===== config.mk =====
export PLATFORM = sky130hd
export DESIGN_NAME = gpio_ctrl_flat
export DESIGN_NICKNAME = d
export VERILOG_FILES = /design/src/rtl/gpio_ctrl_if.sv /design/src/rtl/gpio_ctrl.sv /design/src/flat_wrapper.sv
export SDC_FILE = /design/constraint.sdc
export NUM_CORES = 1
export LEC_CHECK = 0
export CAP_MARGIN = 20
export CELL_PAD_IN_SITES_DETAIL_PLACEMENT = 1
export CELL_PAD_IN_SITES_GLOBAL_PLACEMENT = 1
export CORE_MARGIN = 4
export CORE_UTILIZATION = 34
export DETAILED_ROUTE_END_ITERATION = 12
export HOLD_SLACK_MARGIN = 0.15
export PLACE_DENSITY = 0.75
export SLEW_MARGIN = 20
export SYNTH_ARGS = -nofsm -noshare
export SYNTH_HDL_FRONTEND = slang
export SYNTH_SLANG_ARGS = --single-unit

===== constraint.sdc =====
create_clock -name clk -period 4.6 [get_ports clk]
set_input_delay 0.92 -clock clk [delete_from_list [all_inputs] [get_ports clk]]
set_output_delay 0.92 -clock clk [all_outputs]
set_load 0.03 [all_outputs]

===== src/rtl/gpio_ctrl_if.sv =====
// Register bus between a host and gpio_ctrl: addressed single-cycle
// write/read strobes, with registered read data qualified by rvalid.
interface gpio_ctrl_if;
  logic [2:0]  addr;
  logic [31:0] wdata;
  logic        we;
  logic        re;
  logic [31:0] rdata;
  logic        rvalid;

  modport master (
    output addr, wdata, we, re,
    input  rdata, rvalid
  );

  modport slave (
    input  addr, wdata, we, re,
    output rdata, rvalid
  );
endinterface


===== src/rtl/gpio_ctrl.sv =====
// gpio_ctrl: register-mapped GPIO block with a 2-flop input synchronizer,
// per-pin output/enable registers and a programmable clock divider (xclk).
// Optional feature macro GPIO_EDGE_IRQ_EN adds per-pin edge detection,
// a rw1c STATUS register, MASK/RISE_EN/FALL_EN and a level irq. Without
// it, addresses 3-6 read as zero, writes to them are dropped and irq is 0.
module gpio_ctrl #(
  parameter int WIDTH = 8,
  parameter int DIV_W = 26
) (
  input  logic             clk,
  input  logic             rst,
  gpio_ctrl_if.slave       bus,
  input  logic [WIDTH-1:0] gpio_i,
  output logic [WIDTH-1:0] gpio_o,
  output logic [WIDTH-1:0] gpio_oe,
  output logic             xclk,
  output logic             done,
  output logic             irq
);

  localparam logic [2:0] A_OUT    = 3'd0;
  localparam logic [2:0] A_DIR    = 3'd1;
  localparam logic [2:0] A_IN     = 3'd2;
  localparam logic [2:0] A_STATUS = 3'd3;
  localparam logic [2:0] A_MASK   = 3'd4;
  localparam logic [2:0] A_RISE   = 3'd5;
  localparam logic [2:0] A_FALL   = 3'd6;
  localparam logic [2:0] A_DIV    = 3'd7;

  // Roughly mid-scale divide so an unconfigured xclk blinks slowly.
  localparam logic [DIV_W-1:0] DIV_RST = DIV_W'((64'd1 << (DIV_W - 1)) - 64'd1);

  logic [WIDTH-1:0] out_r;
  logic [WIDTH-1:0] dir_r;
  logic [WIDTH-1:0] sync1;
  logic [WIDTH-1:0] sync2;
  logic [DIV_W-1:0] div_r;
  logic [DIV_W-1:0] cnt;
  logic [WIDTH-1:0] wdata_w;
  logic [31:0]      rd_mux;
  logic [31:0]      rdata_r;
  logic             rvalid_r;
  logic             xclk_r;
  logic             done_r;
  logic             wr_div;
  logic             unused_wdata;

  assign wdata_w      = bus.wdata[WIDTH-1:0];
  assign wr_div       = bus.we && (bus.addr == A_DIV);
  assign unused_wdata = ^bus.wdata;

  assign gpio_o     = out_r;
  assign gpio_oe    = dir_r;
  assign xclk       = xclk_r;
  assign done       = done_r;
  assign bus.rdata  = rdata_r;
  assign bus.rvalid = rvalid_r;

  // Plain read/write control registers.
  always_ff @(posedge clk or negedge rst) begin
    if (!rst) begin
      out_r <= '0;
      dir_r <= '0;
      div_r <= DIV_RST;
    end else if (bus.we) begin
      case (bus.addr)
        A_OUT:   out_r <= wdata_w;
        A_DIR:   dir_r <= wdata_w;
        A_DIV:   div_r <= bus.wdata[DIV_W-1:0];
        default: ;
      endcase
    end
  end

  // Two-flop synchronizer for the asynchronous pin inputs.
  always_ff @(posedge clk or negedge rst) begin
    if (!rst) begin
      sync1 <= '0;
      sync2 <= '0;
    end else begin
      sync1 <= gpio_i;
      sync2 <= sync1;
    end
  end

`ifdef GPIO_EDGE_IRQ_EN
  logic [WIDTH-1:0] status_r;
  logic [WIDTH-1:0] mask_r;
  logic [WIDTH-1:0] rise_en_r;
  logic [WIDTH-1:0] fall_en_r;
  logic [WIDTH-1:0] sync_d;
  logic [WIDTH-1:0] edge_set;
  logic [WIDTH-1:0] status_clr;
  logic [1:0]       warm;
  logic             edge_en;

  // Detection stays off until sync_d holds a real pin sample, so a pin
  // already high at reset release is not seen as a rising edge.
  assign edge_en    = (warm == 2'd3);
  assign edge_set   = edge_en ? (( sync2 & ~sync_d & rise_en_r) |
                                 (~sync2 &  sync_d & fall_en_r)) : '0;
  assign status_clr = (bus.we && (bus.addr == A_STATUS)) ? wdata_w : '0;
  assign irq        = |(status_r & mask_r);

  // Edge-detect history and warm-up counter after reset.
  always_ff @(posedge clk or negedge rst) begin
    if (!rst) begin
      sync_d <= '0;
      warm   <= 2'd0;
    end else begin
      sync_d <= sync2;
      if (!edge_en) warm <= warm + 2'd1;
    end
  end

  // Interrupt configuration and sticky status (a new event beats a clear).
  always_ff @(posedge clk or negedge rst) begin
    if (!rst) begin
      status_r  <= '0;
      mask_r    <= '0;
      rise_en_r <= '0;
      fall_en_r <= '0;
    end else begin
      status_r <= (status_r & ~status_clr) | edge_set;
      if (bus.we) begin
        case (bus.addr)
          A_MASK:  mask_r    <= wdata_w;
          A_RISE:  rise_en_r <= wdata_w;
          A_FALL:  fall_en_r <= wdata_w;
          default: ;
        endcase
      end
    end
  end
`else
  assign irq = 1'b0;
`endif

  // Read-data mux, sampled before any same-cycle write lands.
  always_comb begin
    rd_mux = '0;
    case (bus.addr)
      A_OUT:    rd_mux[WIDTH-1:0] = out_r;
      A_DIR:    rd_mux[WIDTH-1:0] = dir_r;
      A_IN:     rd_mux[WIDTH-1:0] = sync2;
`ifdef GPIO_EDGE_IRQ_EN
      A_STATUS: rd_mux[WIDTH-1:0] = status_r;
      A_MASK:   rd_mux[WIDTH-1:0] = mask_r;
      A_RISE:   rd_mux[WIDTH-1:0] = rise_en_r;
      A_FALL:   rd_mux[WIDTH-1:0] = fall_en_r;
`endif
      A_DIV:    rd_mux[DIV_W-1:0] = div_r;
      default:  rd_mux = '0;
    endcase
  end

  // Registered read response; rdata holds between reads.
  always_ff @(posedge clk or negedge rst) begin
    if (!rst) begin
      rdata_r  <= '0;
      rvalid_r <= 1'b0;
    end else begin
      rvalid_r <= bus.re;
      if (bus.re) rdata_r <= rd_mux;
    end
  end

  // Divider: count 0..DIV, toggle xclk and flag done on wrap; a DIV write
  // restarts the count without toggling.
  always_ff @(posedge clk or negedge rst) begin
    if (!rst) begin
      cnt    <= '0;
      xclk_r <= 1'b0;
      done_r <= 1'b0;
    end else if (wr_div) begin
      cnt    <= '0;
      done_r <= 1'b0;
    end else if (cnt == div_r) begin
      cnt    <= '0;
      xclk_r <= ~xclk_r;
      done_r <= 1'b1;
    end else begin
      cnt    <= cnt + DIV_W'(1);
      done_r <= 1'b0;
    end
  end

endmodule


===== src/flat_wrapper.sv =====
// flat-port wrapper written by rule: the top's interface ports become plain ports
module gpio_ctrl_flat 
#(
  parameter int WIDTH = 8,
  parameter int DIV_W = 26
)
  (clk, rst, gpio_i, gpio_o, gpio_oe, xclk, done, irq, bus_addr, bus_wdata, bus_we, bus_re, bus_rdata, bus_rvalid);
  gpio_ctrl_if bus_i ();
  input  logic clk;
  input  logic rst;
  input  logic [WIDTH-1:0] gpio_i;
  output logic [WIDTH-1:0] gpio_o;
  output logic [WIDTH-1:0] gpio_oe;
  output logic xclk;
  output logic done;
  output logic irq;
  input wire logic [$bits(bus_i.addr)-1:0] bus_addr;
  input wire logic [$bits(bus_i.wdata)-1:0] bus_wdata;
  input wire logic [$bits(bus_i.we)-1:0] bus_we;
  input wire logic [$bits(bus_i.re)-1:0] bus_re;
  output wire logic [$bits(bus_i.rdata)-1:0] bus_rdata;
  output wire logic [$bits(bus_i.rvalid)-1:0] bus_rvalid;
  assign bus_i.addr = bus_addr;
  assign bus_i.wdata = bus_wdata;
  assign bus_i.we = bus_we;
  assign bus_i.re = bus_re;
  assign bus_rdata = bus_i.rdata;
  assign bus_rvalid = bus_i.rvalid;
  gpio_ctrl #(.WIDTH(WIDTH), .DIV_W(DIV_W)) u_core (.clk(clk), .rst(rst), .bus(bus_i), .gpio_i(gpio_i), .gpio_o(gpio_o), .gpio_oe(gpio_oe), .xclk(xclk), .done(done), .irq(irq));
endmodule

# [After elaboration in Yosys (flattened, before gate mapping)]
# Index checks and enable logic that the tools add are counted.
# Widths: inputs -> output; s select.
[classes] muxes=6 add_sub_neg=1 bitwise_logic=2 n_eq_ne=4 reduce_logical=6
[op_table] op="$mux 26" count=2
[op_table] op="$pmux 8 s4" count=1
[op_table] op="$add 26x1->26 const B" count=1
[op_table] op="$eq 26x26->1" count=1
[op_table] op="$mux 18" count=1
[op_table] op="$reduce_and 2->1" count=4
[op_table] op="$eq 3x1->1 const B" count=1
[op_table] op="$eq 3x2->1 const B" count=1
[op_table] op="$eq 3x3->1 const B" count=1
[op_table] op="$logic_not 3->1" count=1
[op_table] op="$mux 1" count=2
[op_table] op="$not 1->1" count=2
[op_table] op="$logic_and 1x1->1" count=1
[word_totals] out_inout_bits=52 register_bits=113

# [Logic depth before layout (Yosys ltp)]
[depth] ltp_word=4 mapped_depth=9

# [Worst setup path after synthesis]
# Ideal clock, no wire load.
[synth_path] path_kind="in2reg" start="in bus_addr[2]" end="reg u_core.cnt[12]" path_buffers=5 cell_stages=9 t_arrival_ns=2.114 slack_ns=2.414 t_required_ns=4.528 setup_ns=0.072 path_cell_list="buf_6 and3_4 buf_6 and2_1 buf_6 a31o_1 buf_6 buf_6 nor2_1"
[synth_via] elab_chain_len=3
[synth_lines] element="start, declared" line="flat_wrapper.sv:17" rtl="input wire logic [$bits(bus_i.addr)-1:0] bus_addr;"
[synth_lines] element="$eq 3x3->1" line="gpio_ctrl.sv:49" rtl="assign wr_div = bus.we && (bus.addr == A_DIV);"
[synth_lines] element="$logic_and 1x1->1" line="gpio_ctrl.sv:49"
[synth_lines] element="$mux 26" line="gpio_ctrl.sv:175" rtl="end else if (wr_div) begin"
[synth_lines] element="end signal, assigned" line="gpio_ctrl.sv:183" rtl="cnt <= cnt + DIV_W'(1);"
[synth_lines] element="end, declared" line="gpio_ctrl.sv:38" rtl="logic [DIV_W-1:0] cnt;"
# Every way passes these cells.
# A chain may end at the register's enable or synchronous reset.

# [Final worst setup path]
[layout_path] start="in bus_addr[2]" end="reg u_core.xclk_r (netlist: u_core.xclk)"
[layout_via] elab_chain_len=4
[layout_lines] element="$eq 3x3->1" line="gpio_ctrl.sv:49"
[layout_lines] element="$logic_and 1x1->1" line="gpio_ctrl.sv:49"
[layout_lines] element="$not 1->1 (no source line)"
[layout_lines] element="$reduce_and 2->1 (no source line)"
[layout_lines] element="end signal, assigned" line="gpio_ctrl.sv:180" rtl="xclk_r <= ~xclk_r;"
[layout_lines] element="end, declared" line="gpio_ctrl.sv:43" rtl="logic xclk_r;"
# Every way passes these cells.

==> results.json <==
{
  "status": "finished clean",
  "crit_fanout": 25,
  "cts.htree.levels": 4,
  "drtIter0Drc": 111,
  "dieArea_um2": 16680,
  "internal_power_w": 0.002343,
  "pre_cts_slack_ns": 1.196,
  "postCtsHoldBufs": 0,
  "yosys.area_share.simple": 0.1103,
  "totalNegativeSetupSlack_ns": 0,
  "syn_avg_cell_area_um2": 11.77,
  "die_width_um": 129.1,
  "synthAdderAreaFrac": 0.002508,
  "core_um2": 14480,
  "insertion_delay_ns": 0.41,
  "areaGrowthSynthToFinish_pct": 31.90,
  "synth_compound_area_frac": 0.05542,
  "yosysMostFrequentCell": "dfrtp_1",
  "maxSlewViolCount": 0,
  "fin_nets": 563,
  "antenna_left": 0,
  "cts_setup_buffers": 0,
  "rsz0062_at_grt": "no",
  "dpl.cell_count": 680,
  "overflow": 0,
  "place_hpwl_um": 9077,
  "netlist_area_um2": 4990,
  "fin_crit_ns": 3.039,
  "ios": 99,
  "drt-total-wl_um": 12820,
  "r2r.worst_path.cells": 6,
  "first_global_vias": 3856,
  "detail_route.wl_per_cell_um": 18.01,
  "die_y_um": 129.1,
  "timing.rr.end": "u_core.cnt[2]",
  "setup_viol": 0,
  "cts_tree": "built",
  "drtPass1Iterations": 4,
  "vias_per_cell": 4.965,
  "cts_buffers": 17,
  "grt_pass1_wl_um": 21000,
  "synth_xor_area_frac": 0.08952,
  "cts_root_buf": "clkbuf_16",
  "maxCapViolCount": 0,
  "synthArstFlopShare": 1.000,
  "post-route-drc-count": 0,
  "io_buffers": 85,
  "synthTopCellsByCount": "88 x dfrtp_1, 45 x mux2_2, 39 x nor2_1",
  "r2r_slack_ns": 2.59,
  "min_path_cells": 0,
  "finalCritPeriodShare": 0.6606,
  "antenna_found_initial": 0,
  "gp_congestion": 0.8108,
  "synthCells": 424,
  "clkPwrFrac": 0.416,
  "yosysTopAreaCellShare": 0.4413,
  "drive_above_1_share": 0.2121,
  "ys_seq_elements": 113,
  "vias": 3535,
  "synth_edf_count": 0,
  "cp-start-kind": "input pin",
  "fin_cells": 712,
  "rr_startpoint": "u_core.div_r[1]",
  "cp.arrival_ns": 3.32,
  "clockBufferDepth": 2,
  "ys_types": 35,
  "p_leak_nw": 2.721,
  "synth_ff_type": "dfrtp_1",
  "synth_top_family_by_area": "multiplexers",
  "cts_num_sinks": 113,
  "yosysWarnings": 0,
  "crit_type": "in2reg",
  "synth.area.mux_share": 0.1116,
  "clock_skew_ns": 0.009675,
  "hold_viol": 0,
  "cp.required_ns": 4.88,
  "powerDensity_nw_per_um2": 491.5,
  "hp-start": "u_core.sync1[3]",
  "vdd_drop_max_mv": 0.2348,
  "clkSlewWorstSetupHoldPaths_ns": 0.05,
  "max_freq_mhz": 329.1,
  "ctsResizeCount": 0,
  "layout_setup_ws_ns": 1.561,
  "synth_area_leader_cell": "dfrtp_1",
  "p_comb_frac": 0.176,
  "min_path_type": "reg2reg",
  "p_seq_frac": 0.408,
  "track_usage": 0.1644,
  "grt_max_degree": 50,
  "synth_area_leaders": "dfrtp_1 44%, dfstp_2 13%, mux2_2 10%",
  "tightestPinTransition_ns": 0.9451,
  "yosysSeqAreaShare": 0.5730,
  "switching_share": 0.2759,
  "holdPathEnd": "u_core.sync2[3]",
  "rows": 44,
  "start_util": 0.3446,
  "end_kind": "flip-flop",
  "p_switching_w": 0.0008924,
  "diodes": 0,
  "relSlewSlack": 0.3680
}
-- how the worst max path moves through the flow --
stage | startpoint | endpoint | slack, ns
2_1_floorplan | bus_addr[2] | u_core.cnt[12] | 2.41
3_3_place_gp | bus_addr[2] | u_core.xclk | 1.26
3_5_place_dp | bus_addr[2] | u_core.xclk | 1.20
4_1_cts | bus_addr[2] | u_core.xclk | 1.63
5_1_grt | bus_addr[2] | u_core.cnt[19] | 1.48
6_report | bus_addr[2] | u_core.xclk | 1.56
-- sequential cells by signal (all words and copies together), names as in the netlist --
| register | flops |
|---|---|
| u_core.sync1 | 8 |
| u_core.sync2 | 8 |
| u_core.cnt | 26 |
| u_core.bus.rvalid | 1 |
| u_core.done | 1 |
| u_core.xclk | 1 |
| u_core.gpio_o | 8 |
| u_core.gpio_oe | 8 |
| u_core.div_r | 26 |
| u_core.bus.rdata | 26 |
-- cell type report --
class	count	area, um2
Clock inverter	10	135.1
Timing Repair Buffer	93	908.4
Inverter	28	105.1
Fill cell	1538	7898
Clock buffer	22	474.2
Multi-Input combinational cell	262	1869
Sequential cell	113	2859
Tap cell	184	230.2
-- kinds of logic after synthesis --
family                   Yosys count
buffers and inverters             55
AO/OA/AOI/OAI                     45
XOR/XNOR                          51
flip-flops                       113
other                              1
adder cells (fa/ha/maj)            1
multiplexers                      50
AND/OR/NAND/NOR                  108
-- critical path, stage by stage --
cell and delay (ns):
clkdlybuf4s50_1 0.75, and3_4 0.46, and2_1 0.45, buf_4 0.27, and4b_1 0.29, xor2_1 0.17
-- per-stage QoR --
stage | total power [W] | instance area, um2 | hold slack [ns] | utilization
floorplan | 0.001651 | 5012 | 0.3312 | -
global placement | 0.001883 | 5972 | 0.3333 | 0.4125
detailed placement | 0.001907 | 5972 | 0.3363 | 0.4125
CTS | 0.003268 | 6581 | 0.3491 | 0.4545
global route | 0.003381 | 6581 | 0.3485 | 0.4545
finish | 0.003235 | 6581 | 0.3472 | 0.4545
-- layout by cell type (no fill, tap or decap), types with 8 or more instances in the layout --
master           count
buf_4                9
clkbuf_16           17
clkdlybuf4s50_1     84
dfrtp_1             88
dfstp_2             25
inv_1               28
mux2_2              45
nand3_1             29
nand4_1             16
nor2_1              39
o21ai_0             18
o22ai_1              8
xnor2_1             29
xor2_1              22
-- power groups by stage --
stage,sequential (W),combinational (W),clock (W)
3_5_place_dp,0.00133,0.000573,0
5_1_grt,0.00134,0.000620,0.00142
2_1_floorplan,0.00138,0.000275,0
3_3_place_gp,0.00132,0.000559,0
4_1_cts,0.00132,0.000580,0.00137
6_report,0.00132,0.000570,0.00135
-- per-layer routing --
layer,GRT usage,up-vias,share of wire
met5,0,-,0
met4,0.05127,0,0.013
met3,0.04988,14,0.052
met2,0.2652,85,0.49
met1,0.2135,1819,0.44
li1,-,1617,-
No activity file was read; power rests on OpenSTA's default activity.
